$ cat config.mk
export PLATFORM = sky130hd
export DESIGN_NAME = mem_port_arbiter_flat
export DESIGN_NICKNAME = d
export VERILOG_FILES = /design/src/rtl/mem_port_arbiter_if.sv /design/src/rtl/mem_port_arbiter.sv /design/src/flat_wrapper.sv
export SDC_FILE = /design/constraint.sdc
export NUM_CORES = 1
export LEC_CHECK = 0
export ABC_CLOCK_PERIOD_IN_PS = 2200
export CELL_PAD_IN_SITES_DETAIL_PLACEMENT = 0
export CELL_PAD_IN_SITES_GLOBAL_PLACEMENT = 1
export CORE_MARGIN = 4
export CORE_UTILIZATION = 22
export DETAILED_ROUTE_END_ITERATION = 10
export PLACE_DENSITY_LB_ADDON = 0.1
export SYNTH_ARGS = -nofsm -noshare
export SYNTH_HDL_FRONTEND = slang
export SYNTH_SLANG_ARGS = --single-unit
export TNS_END_PERCENT = 100
$ cat constraint.sdc
create_clock -name clk -period 2.2 [get_ports clk]
set_input_delay 0.22 -clock clk [delete_from_list [all_inputs] [get_ports clk]]
set_output_delay 0.22 -clock clk [all_outputs]
set_load 0.1 [all_outputs]
$ cat src/rtl/mem_port_arbiter_if.sv
// -----------------------------------------------------------------------------
// mem_port_arbiter_if
//
// Bundles every signal of the shared memory port arbiter: the instruction-fetch
// requester (if_*), the memory-stage requester (d_*) and the unified memory
// port (m_*).
//
// Modports:
//   master : the arbiter. It consumes requests and m_rdata, and drives the
//            memory port, the return data/handshakes and fetch_stall.
//   slave  : everything around the arbiter (fetch stage, memory stage and the
//            memory itself), i.e. the mirror image of master.
// -----------------------------------------------------------------------------
interface mem_port_arbiter_if;

  // Instruction-fetch side (read only)
  logic        if_req;
  logic [31:0] if_addr;
  logic [1:0]  if_acc_size;
  logic [31:0] if_rdata;
  logic        if_rvalid;
  logic        if_done;
  logic        fetch_stall;

  // Memory-stage side (load/store)
  logic        d_req;
  logic        d_rw;
  logic [31:0] d_addr;
  logic [1:0]  d_acc_size;
  logic [31:0] d_wdata;
  logic        d_wnext;
  logic [31:0] d_rdata;
  logic        d_rvalid;
  logic        d_done;

  // Unified memory port
  logic        m_en;
  logic        m_rw;
  logic [31:0] m_addr;
  logic [31:0] m_wdata;
  logic [1:0]  m_acc_size;
  logic [31:0] m_rdata;

  modport master (
    input  if_req, if_addr, if_acc_size,
    output if_rdata, if_rvalid, if_done, fetch_stall,
    input  d_req, d_rw, d_addr, d_acc_size, d_wdata,
    output d_wnext, d_rdata, d_rvalid, d_done,
    output m_en, m_rw, m_addr, m_wdata, m_acc_size,
    input  m_rdata
  );

  modport slave (
    output if_req, if_addr, if_acc_size,
    input  if_rdata, if_rvalid, if_done, fetch_stall,
    output d_req, d_rw, d_addr, d_acc_size, d_wdata,
    input  d_wnext, d_rdata, d_rvalid, d_done,
    input  m_en, m_rw, m_addr, m_wdata, m_acc_size,
    output m_rdata
  );

endinterface

$ cat src/rtl/mem_port_arbiter.sv
// -----------------------------------------------------------------------------
// mem_port_arbiter
//
// Shares one unified memory port between instruction fetch (I, read only) and
// the memory stage (D, load/store). The owner of a grant gets a burst of
// 1/4/8/16 word beats, one beat per cycle. Read data returns to the owner one
// cycle after each read beat; done pulses with the final return cycle (or the
// cycle after the final write beat). D has priority, but after DATA_MAX
// consecutive D grants with fetch waiting, fetch is granted once.
//
// Ports:
//   clk    : system clock, rising edge
//   rst_n  : asynchronous active-low reset
//   bus    : mem_port_arbiter_if.master (if_*, d_*, m_* signals, fetch_stall)
//
// Parameters:
//   DATA_MAX : consecutive D grants allowed while if_req waits (1..15)
// -----------------------------------------------------------------------------
module mem_port_arbiter #(
  parameter int DATA_MAX = 4
) (
  input  logic                clk,
  input  logic                rst_n,
  mem_port_arbiter_if.master  bus
);

  localparam logic [3:0] STREAK_MAX = 4'(DATA_MAX);

  typedef enum logic [1:0] {
    IDLE    = 2'd0,
    I_BURST = 2'd1,
    D_BURST = 2'd2
  } state_t;

  state_t      state_q, state_d;
  logic [31:0] base_q;
  logic        rw_q;
  logic [1:0]  size_q;
  logic [4:0]  beat_q;
  logic [3:0]  streak_q;

  // One-cycle return pipeline: describes the beat issued in the previous cycle.
  logic        ret_valid_q;
  logic        ret_d_q;      // 1 = beat belonged to D, 0 = to I
  logic        ret_rw_q;
  logic        ret_last_q;

  logic        in_burst;
  logic        last_beat;
  logic        write_beat;
  logic        grant_d;
  logic        grant_i;

  function automatic logic [4:0] beat_count(input logic [1:0] size);
    case (size)
      2'b00:   return 5'd1;
      2'b01:   return 5'd4;
      2'b10:   return 5'd8;
      default: return 5'd16;
    endcase
  endfunction

  assign in_burst   = (state_q != IDLE);
  assign last_beat  = in_burst && (beat_q == beat_count(size_q) - 5'd1);
  assign write_beat = (state_q == D_BURST) && rw_q;

  // D wins unless fetch is waiting and D has already used up its streak.
  assign grant_d = bus.d_req && !(bus.if_req && (streak_q == STREAK_MAX));
  assign grant_i = bus.if_req && !grant_d;

  // Next-state logic
  always_comb begin
    // NOTE: default first so every path assigns state_d and no latch is inferred.
    state_d = state_q;
    case (state_q)
      IDLE: begin
        if (grant_d)      state_d = D_BURST;
        else if (grant_i) state_d = I_BURST;
      end
      I_BURST, D_BURST: begin
        if (last_beat)    state_d = IDLE;
      end
      default:            state_d = IDLE;
    endcase
  end

  // State register
  always_ff @(posedge clk or negedge rst_n) begin
    if (!rst_n) begin
      state_q <= IDLE;
    end else begin
      // NOTE: non-blocking so every register samples pre-edge values.
      state_q <= state_d;
    end
  end

  // Transaction attributes, beat counter and fairness streak
  always_ff @(posedge clk or negedge rst_n) begin
    if (!rst_n) begin
      base_q   <= '0;
      rw_q     <= 1'b0;
      size_q   <= '0;
      beat_q   <= '0;
      streak_q <= '0;
    end else if (state_q == IDLE) begin
      if (grant_d) begin
        base_q <= bus.d_addr;
        rw_q   <= bus.d_rw;
        size_q <= bus.d_acc_size;
        beat_q <= '0;
        // Streak only counts D grants that made a waiting fetch lose.
        if (bus.if_req && (streak_q != STREAK_MAX)) streak_q <= streak_q + 4'd1;
      end else if (grant_i) begin
        base_q   <= bus.if_addr;
        rw_q     <= 1'b0;
        size_q   <= bus.if_acc_size;
        beat_q   <= '0;
        streak_q <= '0;
      end
    end else begin
      beat_q <= beat_q + 5'd1;
    end
  end

  // Return pipeline: memory answers reads one cycle after the beat.
  always_ff @(posedge clk or negedge rst_n) begin
    if (!rst_n) begin
      ret_valid_q <= 1'b0;
      ret_d_q     <= 1'b0;
      ret_rw_q    <= 1'b0;
      ret_last_q  <= 1'b0;
    end else begin
      ret_valid_q <= in_burst;
      ret_d_q     <= (state_q == D_BURST);
      ret_rw_q    <= rw_q;
      ret_last_q  <= last_beat;
    end
  end

  // Memory port: address wraps modulo 2^32 by plain 32-bit addition.
  assign bus.m_en       = in_burst;
  assign bus.m_rw       = in_burst && rw_q;
  assign bus.m_addr     = in_burst ? (base_q + {25'd0, beat_q, 2'b00}) : 32'd0;
  assign bus.m_acc_size = in_burst ? size_q : 2'b00;
  assign bus.m_wdata    = write_beat ? bus.d_wdata : 32'd0;
  assign bus.d_wnext    = write_beat;

  // Return to the owner of the previous beat.
  assign bus.if_rvalid = ret_valid_q && !ret_d_q && !ret_rw_q;
  assign bus.if_done   = ret_valid_q && !ret_d_q && ret_last_q;
  assign bus.if_rdata  = bus.if_rvalid ? bus.m_rdata : 32'd0;

  assign bus.d_rvalid  = ret_valid_q && ret_d_q && !ret_rw_q;
  assign bus.d_done    = ret_valid_q && ret_d_q && ret_last_q;
  assign bus.d_rdata   = bus.d_rvalid ? bus.m_rdata : 32'd0;

  // The PC holds while fetch waits or is receiving, released on its done cycle.
  assign bus.fetch_stall = bus.if_req && !bus.if_done;

endmodule
$ cat src/flat_wrapper.sv
// flat-port wrapper written by rule: the top's interface ports become plain ports
module mem_port_arbiter_flat 
#(
  parameter int DATA_MAX = 4
)
  (clk, rst_n, bus_if_req, bus_if_addr, bus_if_acc_size, bus_if_rdata, bus_if_rvalid, bus_if_done, bus_fetch_stall, bus_d_req, bus_d_rw, bus_d_addr, bus_d_acc_size, bus_d_wdata, bus_d_wnext, bus_d_rdata, bus_d_rvalid, bus_d_done, bus_m_en, bus_m_rw, bus_m_addr, bus_m_wdata, bus_m_acc_size, bus_m_rdata);
  mem_port_arbiter_if bus_i ();
  input  logic clk;
  input  logic rst_n;
  input wire logic [$bits(bus_i.if_req)-1:0] bus_if_req;
  input wire logic [$bits(bus_i.if_addr)-1:0] bus_if_addr;
  input wire logic [$bits(bus_i.if_acc_size)-1:0] bus_if_acc_size;
  output wire logic [$bits(bus_i.if_rdata)-1:0] bus_if_rdata;
  output wire logic [$bits(bus_i.if_rvalid)-1:0] bus_if_rvalid;
  output wire logic [$bits(bus_i.if_done)-1:0] bus_if_done;
  output wire logic [$bits(bus_i.fetch_stall)-1:0] bus_fetch_stall;
  input wire logic [$bits(bus_i.d_req)-1:0] bus_d_req;
  input wire logic [$bits(bus_i.d_rw)-1:0] bus_d_rw;
  input wire logic [$bits(bus_i.d_addr)-1:0] bus_d_addr;
  input wire logic [$bits(bus_i.d_acc_size)-1:0] bus_d_acc_size;
  input wire logic [$bits(bus_i.d_wdata)-1:0] bus_d_wdata;
  output wire logic [$bits(bus_i.d_wnext)-1:0] bus_d_wnext;
  output wire logic [$bits(bus_i.d_rdata)-1:0] bus_d_rdata;
  output wire logic [$bits(bus_i.d_rvalid)-1:0] bus_d_rvalid;
  output wire logic [$bits(bus_i.d_done)-1:0] bus_d_done;
  output wire logic [$bits(bus_i.m_en)-1:0] bus_m_en;
  output wire logic [$bits(bus_i.m_rw)-1:0] bus_m_rw;
  output wire logic [$bits(bus_i.m_addr)-1:0] bus_m_addr;
  output wire logic [$bits(bus_i.m_wdata)-1:0] bus_m_wdata;
  output wire logic [$bits(bus_i.m_acc_size)-1:0] bus_m_acc_size;
  input wire logic [$bits(bus_i.m_rdata)-1:0] bus_m_rdata;
  assign bus_i.if_req = bus_if_req;
  assign bus_i.if_addr = bus_if_addr;
  assign bus_i.if_acc_size = bus_if_acc_size;
  assign bus_if_rdata = bus_i.if_rdata;
  assign bus_if_rvalid = bus_i.if_rvalid;
  assign bus_if_done = bus_i.if_done;
  assign bus_fetch_stall = bus_i.fetch_stall;
  assign bus_i.d_req = bus_d_req;
  assign bus_i.d_rw = bus_d_rw;
  assign bus_i.d_addr = bus_d_addr;
  assign bus_i.d_acc_size = bus_d_acc_size;
  assign bus_i.d_wdata = bus_d_wdata;
  assign bus_d_wnext = bus_i.d_wnext;
  assign bus_d_rdata = bus_i.d_rdata;
  assign bus_d_rvalid = bus_i.d_rvalid;
  assign bus_d_done = bus_i.d_done;
  assign bus_m_en = bus_i.m_en;
  assign bus_m_rw = bus_i.m_rw;
  assign bus_m_addr = bus_i.m_addr;
  assign bus_m_wdata = bus_i.m_wdata;
  assign bus_m_acc_size = bus_i.m_acc_size;
  assign bus_i.m_rdata = bus_m_rdata;
  mem_port_arbiter #(.DATA_MAX(DATA_MAX)) u_core (.clk(clk), .rst_n(rst_n), .bus(bus_i));
endmodule
### Word-level counts from Yosys, hierarchy flattened

Index checks and enable logic that the tools add are counted.

| word-level totals | value |
|---|---|
| register bits after elaboration | 50 |
| input bits | 137 |
| output and inout port bits | 138 |
| word-level logic and storage cells | 73 |

| cells by class | value |
|---|---|
| add/subtract/negate cells | 4 |
| eq/ne operators | 10 |
| multiplexer cells | 22 |
| reductions and logical operators | 27 |

Operators by type and width:

| kind | count |
|---|---|
| $mux W32 | 6 |
| $add A32 B7 Y32 | 1 |
| $mux W5 | 3 |
| $pmux W5 S3 | 1 |
| $logic_and A1 B1 Y1 | 14 |
| $mux W2 | 6 |
| $mux W4 | 3 |
| $add A5 B1 Y5 const B | 1 |
| $eq A5 B5 Y1 | 1 |
| $logic_not A1 Y1 | 5 |
| $sub A5 B1 Y5 const B | 1 |
| $add A4 B1 Y4 const B | 1 |
| $eq A2 B1 Y1 const B | 2 |
| $eq A2 B2 Y1 const B | 2 |
| $eq A4 B3 Y1 const B | 1 |
| $logic_not A2 Y1 | 2 |
| $ne A4 B3 Y1 const B | 1 |
| $pmux W2 S2 | 1 |
| $reduce_and A2 Y1 | 2 |
| $reduce_bool A2 Y1 | 2 |
| $ne A3 B1 Y1 const B | 1 |
| $reduce_and A3 Y1 | 1 |
| $mux W1 | 2 |
| $ne A2 B1 Y1 const B | 1 |
| other kinds (2) | 2 |

### Depth between registers and ports, before layout

| logic depth | value |
|---|---|
| word-level depth | 9 |
| gate-level depth with buffers | 9 |
| depth with buffers taken out | 8 |

### Worst setup path after synthesis

Ideal clock, no wire load.

| timing path | value |
|---|---|
| path type | reg-to-output |
| start point | register u_core.beat_q[2] |
| end point | output port bus_m_addr[6] |
| data arrival time | 3688 ps |
| required time | 1980 ps |
| path slack | -1708 ps |
| cell stages (with the launch flop) | 6 |
| path buffers | 1 |
| cells stage by stage | dfrtp_1 > ha_1 > nor2b_1 > o31a_1 > buf_1 > a211oi_1 |

| between the ends | value |
|---|---|
| word-level cells in the longest chain between the ends | 2 |

RTL lines:

| what | RTL line | text |
|---|---|---|
| start: declaration | mem_port_arbiter.sv:39 | `logic [4:0] beat_q;` |
| start signal: assignment | mem_port_arbiter.sv:121 | `beat_q <= beat_q + 5'd1;` |
| $add A32 B7 Y32 | mem_port_arbiter.sv:143 | `assign bus.m_addr = in_burst ? (base_q + {25'd0, beat_q, 2'b00}) : 32'd0;` |
| $mux W32 | mem_port_arbiter.sv:143 |  |
| end: declaration | flat_wrapper.sv:28 | `output wire logic [$bits(bus_i.m_addr)-1:0] bus_m_addr;` |

No other way between the ends.

### Worst setup path in the final report

| timing path | value |
|---|---|
| start point | register u_core.base_q[2] |
| end point | output port bus_m_addr[24] |

| between the ends | value |
|---|---|
| word-level cells in the longest chain between the ends | 2 |

RTL lines:

| what | RTL line | text |
|---|---|---|
| start: declaration | mem_port_arbiter.sv:36 | `logic [31:0] base_q;` |
| start signal: assignment | mem_port_arbiter.sv:107 | `base_q <= bus.d_addr;` |
| start signal: assignment | mem_port_arbiter.sv:114 | `base_q <= bus.if_addr;` |
| $add A32 B7 Y32 | mem_port_arbiter.sv:143 |  |
| $mux W32 | mem_port_arbiter.sv:143 |  |

No other way between the ends.

==> metrics list <==
- Result of the run: finished, violations left
- The final reports fail on negative setup slack.
- Final Non-Filler Cells: 1019
- Dividing total power by cell area gives a power density of 1434 nW/um2.
- RePlAce Congestion: 0.8620
* Worst Hold Margin: 0.4243 ns
* Achievable clock frequency: 0.3895 GHz
- Worst EP required: 1.98 ns
* Number of hold violations in the final report: 0
- Total Power: 13.63 mW
- Die outline height: 142.5 um
- Mean Syn Cell Area: 8.189 um2
- The worst hold path belongs to the class primary input to asynchronous set/reset pin.
- The detailed router placed 4545 vias in this run.
- Number of distinct standard cells referenced by the synthesized netlist: 51
* Kind of end point of the critical path: primary output
- Area of combinational cells with multiple inputs: 3164 um2
- After detailed routing, the average wire length per cell comes to 17.37 um.
* Aggregate global-route resource usage: 16.56%
- The later pin in the worst-skew pair is clocked with a latency of 0.29 ns.
- Post-synthesis sequential area ratio: 31.44%
- Summed over all layers, the routed wires come to 17700 um.
- Number of ports placed on the die boundary: 275
* Wire length of the first global-routing pass: 26760 um
- Clk Tree Root Cell: clkbuf_16
* Relative area change from synthesis to final layout: 138.9%
- Cell total after placement: 1001
- H-tree depth: 2
- The HPWL after detailed placement is 14450 um.
- Launching element of the worst setup path: u_core.base_q[2]
* ANT nets after route: 0
- Number of synthesized register bits: 50
* Worst Setup Slack post-DPL: -0.1083 ns
* Count of filler cells inserted in the layout: 1513
- Worst-case register-to-register setup slack: 0.47 ns
* Rows: 48
* Mapped cell area: 3980 um2
* Standby leakage power: 3.940 nW
* DRC Markers: 0
- In the final design database the tool counted 940 nets.
* Reg-to-Reg End: u_core.base_q[8]
- The critical path in this run is classified as flop to primary output.
* Max IR drop VDD: 0.9813 mV
* Detailed-router iteration count before antenna repair: 4
- Post-synth top flop: dfrtp_1
* Layout cells sized above 1: 39.22%
* Final Max Slew Viols: 0
- The clock passes through at most 2 buffers.
* Max_cap viols: 0
- Final critical delay including setup and external delays: 2.567 ns
- CTS tree: yes
- Data on the critical path arrives at its endpoint at 2.35 ns.
* Vias in the first global route: 4721
- The clock drives 50 sinks.
* Post-synth EDFFs: 0
- Standard cell core area: 17540 um2
- Quantity of I/O buffers inserted on ports: 274
- Effective utilization at floorplan: 22.70%
- Die X: 142.5 um
- For the pin with the worst max-slew slack, the measured transition is 0.4928 ns.
- Overflow left after global routing: 0
* Fin Clk Skew: 0.009324 ns
* Die Footprint: 20310 um2
* Max Fanout on Critical Path: 13
- In the final layout, flip-flops and latches occupy 1252 um2.
* Synthesized net count: 634
- Setup repair after global routing missed its margin: yes
- Worst setup slack after layout: -0.3675 ns
- The worst setup path is launched from a flop.
- In the synthesized netlist the async set-or-reset flop fraction comes to 100.0%.
* Violation count after the first detailed-route iteration: 110
- Tightest slew margin relative to the limit: 67.15%
* Final setup violating endpoints: 26
- Via density per instance: 4.460
- Worst setup endpoint: bus_m_addr[24]
* Worst Reg-to-Reg Cells: 8
- During synthesis, Yosys emitted a total of 0 warnings.
- Num CTS Buffers: 5
* Clock transition at the registers of the reported paths: 0.07 ns
- Tcrit/Tclk final: 116.7%
* Maximum number of pins on one net before global-route repair: 63
* Setup TNS after final layout: -7.707 ns
- Synthesis produced 486 cells.
- Initial antenna violation count: 0
- The startpoint identified for the worst register-to-register timing path is u_core.streak_q[0].
kinds of logic after synthesis:
group           Yosys count  synth area share [%]
simple gates            236                 32.38
mux                      35                 8.834
fa+ha+maj                11                 3.647
flops                    50                 31.44
xor+xnor                 25                 5.501
compound gates           87                 13.96
buf+inv                  42                 4.244
per-layer routing:
| metal | vias to the layer above | GRT usage [%] | routed length [um] |
|---|---|---|---|
| met5 | - | 0 | 0 |
| met1 | 2099 | 20.07 | 7278 |
| met3 | 8 | 3.058 | 1007 |
| met4 | 0 | 2.651 | 159 |
| met2 | 157 | 30.89 | 9250 |
| li1 | 2281 | - | - |
flip-flops by register name (all words and copies together) (netlist names):
signal              count
u_core.streak_q         4
u_core.ret_valid_q      1
u_core.state_q          2
u_core.ret_last_q       1
u_core.base_q          32
u_core.beat_q           5
u_core.size_q           2
u_core.ret_rw_q         1
u_core.rw_q             1
u_core.ret_d_q          1
power by group:
| group | internal (mW) | switching [mW] |
|---|---|---|
| Combinational | 3.96 | 7.06 |
| Clock | 0.538 | 0.357 |
| Sequential | 1.33 | 0.385 |
| Total | 5.83 | 7.80 |
cells in the mapped netlist, types with 3 or more instances:
cell | number | area, um2
nand3_1 | 8 | 40.04
a211oi_1 | 4 | 30.03
clkbuf_1 | 27 | 101.4
o21ai_0 | 45 | 225.2
a21oi_1 | 10 | 50.05
nand2_1 | 57 | 214.0
o211ai_1 | 3 | 22.52
and3_1 | 37 | 231.5
ha_1 | 10 | 125.1
buf_2 | 3 | 15.01
o21ai_1 | 3 | 15.01
and2_1 | 69 | 431.7
nor2_1 | 34 | 127.6
xnor2_1 | 11 | 96.34
o31ai_1 | 3 | 22.52
mux2i_1 | 34 | 340.3
o2111ai_1 | 7 | 61.31
nor2b_1 | 10 | 62.56
inv_1 | 9 | 33.78
dfrtp_1 | 50 | 1251
xor2_1 | 14 | 122.6
nor3_1 | 4 | 20.02
worst max-delay path, stage by stage, from the launching register on:
cell and delay, ns:
dfrtp_1 0.36, ha_2 0.19, inv_2 0.04, fa_2 0.36, nor2b_4 0.12, o31a_1 0.17
buf_12 0.17, o2111ai_2 0.12, xor2_1 0.20, nor2_4 0.14, buf_12 0.18
per-stage QoR:
stage	utilization, %	instance area, um2
floorplan	-	4348
global placement	51.30	8996
detailed placement	51.30	8996
CTS	53.48	9379
global route	54.20	9505
finish	54.22	9508
cells in the final DEF, fill, tap and decap left out, drive strengths merged, types with 2 or more instances in the layout:
master         instances
a21oi                 11
a21o                   2
or4                    3
xor2                  14
mux2i                 34
inv                    9
o2111ai                7
and4                   2
nor2                  35
nand2                 58
nor3                   4
o211ai                 3
clkbuf                 6
dfrtp                 50
clkdlybuf4s50        135
ha                    10
o21ai                 48
and3                  38
xnor2                 11
o31ai                  3
nand3                  9
and2                  69
a211oi                 5
a2111oi                2
buf                  196
nand4                  3
nor2b                 10
cell type report:
cell class | count | area share, %
Timing Repair Buffer | 332 | 48.45
Multi-Input combinational cell | 394 | 33.28
Sequential cell | 50 | 13.17
Tap cell | 225 | 2.961
Clock buffer | 6 | 1.355
Clock inverter | 2 | 0.3948
Inverter | 9 | 0.3553
Antenna cell | 1 | 0.02632
worst min-delay path by stage:
stage	startpoint	endpoint	slack (ns)	depth (start not counted)
floorplan	rst_n	u_core.base_q[0]	-0.08	0
detailed placement	rst_n	u_core.base_q[20]	0.21	1
global placement	rst_n	u_core.base_q[22]	0.21	1
finish	rst_n	u_core.base_q[20]	0.42	2
CTS	rst_n	u_core.base_q[20]	0.44	2
global route	rst_n	u_core.base_q[20]	0.48	2
repair_timing:
action,CTS,global route
hold buffers,1,0
setup endpoints to repair,26,27
cloned,0,0
resized for setup,29,16
setup buffers,4,5
pin swaps,19,37
hold endpoints to repair,18,0
Note: power is estimated with default switching activity, not from simulation.
